File: src/rtl/aap_fetch_unit.sv
// rtl/aap_fetch_unit.sv - 16/32-bit instruction fetch with word buffer and branch redirect
// Optional AAP_FETCH_STATS_EN adds a saturating fetch_count of completed transfers.
module aap_fetch_unit #(
    parameter int              PC_W      = 16,
    parameter logic [PC_W-1:0] RESET_PC  = '0,
    parameter int              BUF_DEPTH = 4
) (
    input  logic            clock,
    input  logic            reset_n,
    output logic            imem_req,
    output logic [PC_W-1:0] imem_addr,
    input  logic            imem_rvalid,
    input  logic [15:0]     imem_rdata,
    input  logic            branch_taken,
    input  logic [PC_W-1:0] branch_target,
    output logic [31:0]     fetchoutput,
    output logic            fetch_is32,
    output logic [PC_W-1:0] fetch_pc,
    output logic            fetch_valid,
    input  logic            decode_ready
`ifdef AAP_FETCH_STATS_EN
    ,
    output logic [31:0]     fetch_count
`endif
);

    localparam int PTR_W = $clog2(BUF_DEPTH);
    localparam int CNT_W = PTR_W + 1;

    typedef enum logic {ST_RUN, ST_DRAIN} state_t;

    state_t            state_q, state_d;
    logic [PC_W-1:0]   pc_q, pc_d;
    logic [PC_W-1:0]   head_pc_q, head_pc_d;
    logic              in_flight_q, in_flight_d;
    logic [PTR_W-1:0]  rd_ptr_q, rd_ptr_d;
    logic [PTR_W-1:0]  wr_ptr_q, wr_ptr_d;
    logic [CNT_W-1:0]  count_q, count_d;
    logic [15:0]       buf_q [BUF_DEPTH];
    logic [15:0]       buf_d [BUF_DEPTH];

    logic [15:0]       head_word;
    logic [15:0]       next_word;
    logic [CNT_W:0]    occupancy;
    logic [CNT_W-1:0]  pop_n;
    logic              transfer;
    logic              push;

    always_comb begin
        head_word   = buf_q[rd_ptr_q];
        next_word   = buf_q[rd_ptr_q + PTR_W'(1)];
        fetch_valid = (count_q != '0) && (!head_word[15] || (count_q >= CNT_W'(2)));
        fetch_is32  = fetch_valid && head_word[15];
        fetchoutput = fetch_valid ? {(fetch_is32 ? next_word : 16'h0000), head_word} : 32'h0;
        fetch_pc    = head_pc_q;
        transfer    = fetch_valid && decode_ready;
        pop_n       = transfer ? (fetch_is32 ? CNT_W'(2) : CNT_W'(1)) : '0;

        // Reserve a slot for every in-flight word so a returning word always fits.
        occupancy   = {1'b0, count_q} + {{CNT_W{1'b0}}, in_flight_q};
        imem_req    = reset_n && !branch_taken && (occupancy < (CNT_W + 1)'(BUF_DEPTH));
        imem_addr   = pc_q;
        push        = imem_rvalid && (state_q == ST_RUN);

        state_d     = ST_RUN;
        pc_d        = pc_q;
        head_pc_d   = head_pc_q;
        in_flight_d = imem_req;
        rd_ptr_d    = rd_ptr_q;
        wr_ptr_d    = wr_ptr_q;
        count_d     = count_q;
        buf_d       = buf_q;

        if (branch_taken) begin
            state_d   = in_flight_q ? ST_DRAIN : ST_RUN;
            pc_d      = branch_target;
            head_pc_d = branch_target;
            rd_ptr_d  = '0;
            wr_ptr_d  = '0;
            count_d   = '0;
        end else begin
            if (imem_req) begin
                pc_d = pc_q + PC_W'(1);
            end
            if (push) begin
                buf_d[wr_ptr_q] = imem_rdata;
                wr_ptr_d        = wr_ptr_q + PTR_W'(1);
            end
            rd_ptr_d  = rd_ptr_q + pop_n[PTR_W-1:0];
            head_pc_d = head_pc_q + PC_W'(pop_n);
            count_d   = count_q + CNT_W'(push) - pop_n;
        end
    end

    always_ff @(posedge clock) begin
        if (!reset_n) begin
            state_q     <= ST_RUN;
            pc_q        <= RESET_PC;
            head_pc_q   <= RESET_PC;
            in_flight_q <= 1'b0;
            rd_ptr_q    <= '0;
            wr_ptr_q    <= '0;
            count_q     <= '0;
        end else begin
            state_q     <= state_d;
            pc_q        <= pc_d;
            head_pc_q   <= head_pc_d;
            in_flight_q <= in_flight_d;
            rd_ptr_q    <= rd_ptr_d;
            wr_ptr_q    <= wr_ptr_d;
            count_q     <= count_d;
        end
        buf_q <= buf_d;
    end

`ifdef AAP_FETCH_STATS_EN
    logic [31:0] fetch_count_q, fetch_count_d;

    always_comb begin
        fetch_count_d = fetch_count_q;
        if (transfer && (fetch_count_q != 32'hFFFF_FFFF)) begin
            fetch_count_d = fetch_count_q + 32'd1;
        end
    end

    always_ff @(posedge clock) begin
        if (!reset_n) begin
            fetch_count_q <= 32'd0;
        end else begin
            fetch_count_q <= fetch_count_d;
        end
    end

    assign fetch_count = fetch_count_q;
`endif

endmodule

File: config.mk
export PLATFORM = sky130hd
export DESIGN_NAME = aap_fetch_unit
export DESIGN_NICKNAME = d
export VERILOG_FILES = /design/src/rtl/aap_fetch_unit.sv
export SDC_FILE = /design/constraint.sdc
export NUM_CORES = 1
export LEC_CHECK = 0
export CAP_MARGIN = 25
export CELL_PAD_IN_SITES_DETAIL_PLACEMENT = 0
export CELL_PAD_IN_SITES_GLOBAL_PLACEMENT = 1
export CORE_UTILIZATION = 30
export DETAILED_ROUTE_END_ITERATION = 8
export GPL_TIMING_DRIVEN = 1
export PLACE_DENSITY = 0.6
export SLEW_MARGIN = 20
export SYNTH_ARGS = -nofsm -noshare
export SYNTH_HDL_FRONTEND = slang
export SYNTH_SLANG_ARGS = --single-unit
File: constraint.sdc
create_clock -name clock -period 5.3 [get_ports clock]
set_input_delay 0.795 -clock clock [delete_from_list [all_inputs] [get_ports clock]]
set_output_delay 0.795 -clock clock [all_outputs]
set_load 0.005 [all_outputs]
==> results by group <==
Critical path
  – Most frequent CP cell: clkdlybuf4s50_1
  – Type of origin of the critical path: primary input
  – Worst-path fanout max: 19
  – Critical path's slowest cell: a311o_1
  – Type of the worst setup path: in -> out
  – Crit path buffers/inverters: 4
  – Worst EP arrival: approximately 3300 ps
  – Req. time, crit path: between 4000 and 5000 ps
  – Crit path capture type: output port
  – Max stage delay on crit path: ~680 ps
  – R2R Setup Slk: roughly 1600 ps
  – CP delay by family, top: buffers and inverters
  – CP cell instances: clkdlybuf4s50_1 -> buf_4 -> nand2b_4 -> a311o_1 -> clkinv_2 -> clkdlybuf4s50_1

Status
  – Status: finished, final reports clean

Yosys
  – Post-synth top flop: edfxtp_1
  – Syn_area_per_cell: roughly 12 µm²
  – Yosys reg bits: about 110
  – Synth area leaders: edfxtp_1, dfxtp_1, mux4_2
  – Number of distinct library cells after synthesis: 44
  – Synth Net Count: roughly 460
  – Sequential share of the synthesized area: 0.533
  – Warning count from the yosys run: 0
  – Post-synth EDFFs: 64
  – Cell taking the most area after synthesis: edfxtp_1
  – Syn Inst Count: 413
  – Mapped Area: 5140 µm²
  – Synth top cells by count: edfxtp_1, dfxtp_1, mux4_2
  – Post-synth top area share: 0.374
  – Count leader, synth: edfxtp_1
  – Ys async rst share: 0

Global route
  – Largest net degree at the start of global routing: 40
  – Vias in the first global route: between 3000 and 4000
  – Grt total ovfl: 0
  – GRT Resource Usage Total: 0.145
  – Initial antenna violation count: 0
  – First-pass GRT wire length: between 15 and 20 mm

Clock network
  – Post-CTS resize count: 0
  – CTS max path bufs: 2
  – Worst-Skew Late Latency: between 300 and 400 ps
  – Root buffer cell: clkbuf_16
  – CTS tree: done
  – Clock Sinks: 105
  – Setup Fix Bufs, Post-CTS: 0
  – H-tree level count: 3
  – Reg clk slew, reported paths: ~70 ps
  – Hold buffer count at CTS: 0
  – Cts bufs inserted: 9

Timing
  – Final Hold Vio Count: 0
  – Fmax: roughly 240 MHz
  – Setup TNS: 0 ps
  – Fin crit share: 0.776
  – Max Slew Vio Count: 0
  – Least-Margin Pin Slew: between 900 and 1000 ps
  – Setup-failing EPs final: 0
  – Max_slew headroom: 0.363
  – Post-layout min period: 4110 ps
  – Skew final: ~12 ps
  – RSZ-0062 raised after global routing: false

Min path
  – Class of the worst hold path: reg -> reg

Detailed routing
  – Via count: 3518
  – WL met2: between 5 and 6 mm
  – Iter 0 DRT Violations: between 100 and 150
  – # DRC: 0
  – Final WL: approximately 12 mm
  – TritonRoute pass-1 iters: 4
  – Met3 routed WL: 519 µm
  – Antenna violation net count after detailed routing: 0
  – Post-Route M1 WL: approximately 6 mm
  – Max layer used: met4
  – DR vias/cell: roughly 4.8
  – Wirelength per Cell: about 17 µm

Pwr
  – Worst VDD drop: around 0.13 mV
  – Pwr/cell area: approximately 270 nW/µm²
  – Leak Pwr: ~2.2 nW

Final layout
  – Finished Cell Area: 6670 µm²
  – Nets@finish: 560
  – Layout cell share with drive strength beyond 1: 0.111
  – N_diodes: 0
  – Fillers: about 1600
  – Sequential Area: about 2700 µm²
  – Area delta synth->final: 29.7%
  – Footprint of the multi-input gates: about 2200 µm²

Placed design
  – Buffers on Ports: 103
  – Placed cell area: 6380 µm²
  – RePlAce Congestion: just under 0.8
  – HPWL after DPL: between 8 and 9 mm

Die
  – Ports: 104
  – Row count: 47
  – Core Area: 16600 µm²
  – DIE HEIGHT: 133 µm
  – Initial cell density of the core: 0.309
  – Die Area: 17700 µm²
  – Die Width: 133 µm

Run
  – Max Cap Violations: 0
-- cells by family after synthesis --
family          share of synthesized area
flops                               0.533
buf+inv                            0.0360
mux                                 0.148
fa+ha+maj                          0.0345
compound gates                     0.0625
simple gates                        0.146
xor+xnor                           0.0392
-- area by class of cell --
type / instances / area share
repair buffers: 109 / 0.161
clock buffers: 9 / 0.0338
multi-input cells: 267 / 0.332
clock inverters: 7 / 0.0101
well taps: 220 / 0.0413
flip-flops and latches: 105 / 0.411
inverters: 18 / 0.0103
-- tightest hold or removal path, delay by kind of cell, from the launching register on --
family	cells	cell delay [ps]
AO/OA/AOI/OAI	1	50
flip-flops	1	340
AND/OR/NAND/NOR	1	60
-- layer usage --
layer,up-vias,global-route usage
li1,1715,-
met3,9,0.0337
met5,-,0
met1,1703,0.193
met2,91,0.231
met4,0,0.0479
-- state kept, by name, indices dropped and copies added, names as in the netlist --
name         cells
buf_q           64
count_q          3
fetch_pc        16
imem_addr       16
in_flight_q      1
rd_ptr_q         2
state_q          1
wr_ptr_q         2
-- metrics by stage --
step | total power, W | worst slack, ps | std cells | hold slack (ps) | utilization
final | 0.00181 | 1190 | 735 | 498 | 0.401
after floorplan | 0.00104 | 2240 | 413 | 467 | -
after detailed placement | 0.00117 | 1170 | 719 | 491 | 0.383
after global placement | 0.00117 | 1240 | 719 | 491 | 0.383
after CTS | 0.00183 | 1170 | 735 | 502 | 0.401
after global routing | 0.00188 | 1040 | 735 | 521 | 0.401
-- path summary, 6_finish.rpt --
path | end | depth (start not counted) | startpoint
hold / removal | wr_ptr_q[1]$_SDFFE_PN0P_ | 2 | wr_ptr_q[1]$_SDFFE_PN0P_
setup reg to reg | fetch_pc[12]$_SDFF_PN0_ | 11 | rd_ptr_q[0]$_SDFF_PN0_
setup / recovery | imem_req | 6 | branch_taken
hold reg to reg | wr_ptr_q[1]$_SDFFE_PN0P_ | 2 | wr_ptr_q[1]$_SDFFE_PN0P_
-- where the power goes --
group / switching (W) / total (W) / leakage (nW) / internal [W]
Sequential: 0.0000289 / 0.000923 / 0.920 / 0.000894
Combinational: 0.0000971 / 0.000224 / 1.15 / 0.000126
Clock: 0.000296 / 0.000661 / 0.141 / 0.000366
-- cell usage in the layout (no fill, tap or decap), types with 2 or more instances in the layout --
master,instances
a21oi_1,28
buf_4,6
xnor2_1,16
and3_1,13
fa_1,2
nor3_1,7
inv_6,2
nor2b_1,17
o311ai_0,2
dfxtp_1,40
and4_1,3
clkinv_2,2
a211oi_1,4
nor4_1,2
inv_1,17
a31oi_1,2
nand2_1,27
mux2i_1,3
clkinv_1,2
xor2_1,7
clkdlybuf4s50_1,103
mux2_1,2
clkbuf_16,9
o21ai_0,16
edfxtp_1,64
nand4_1,6
and2_1,20
mux4_2,31
nor2_1,20
ha_1,11
nand3_1,15
Power figures use the tool's default switching activity.
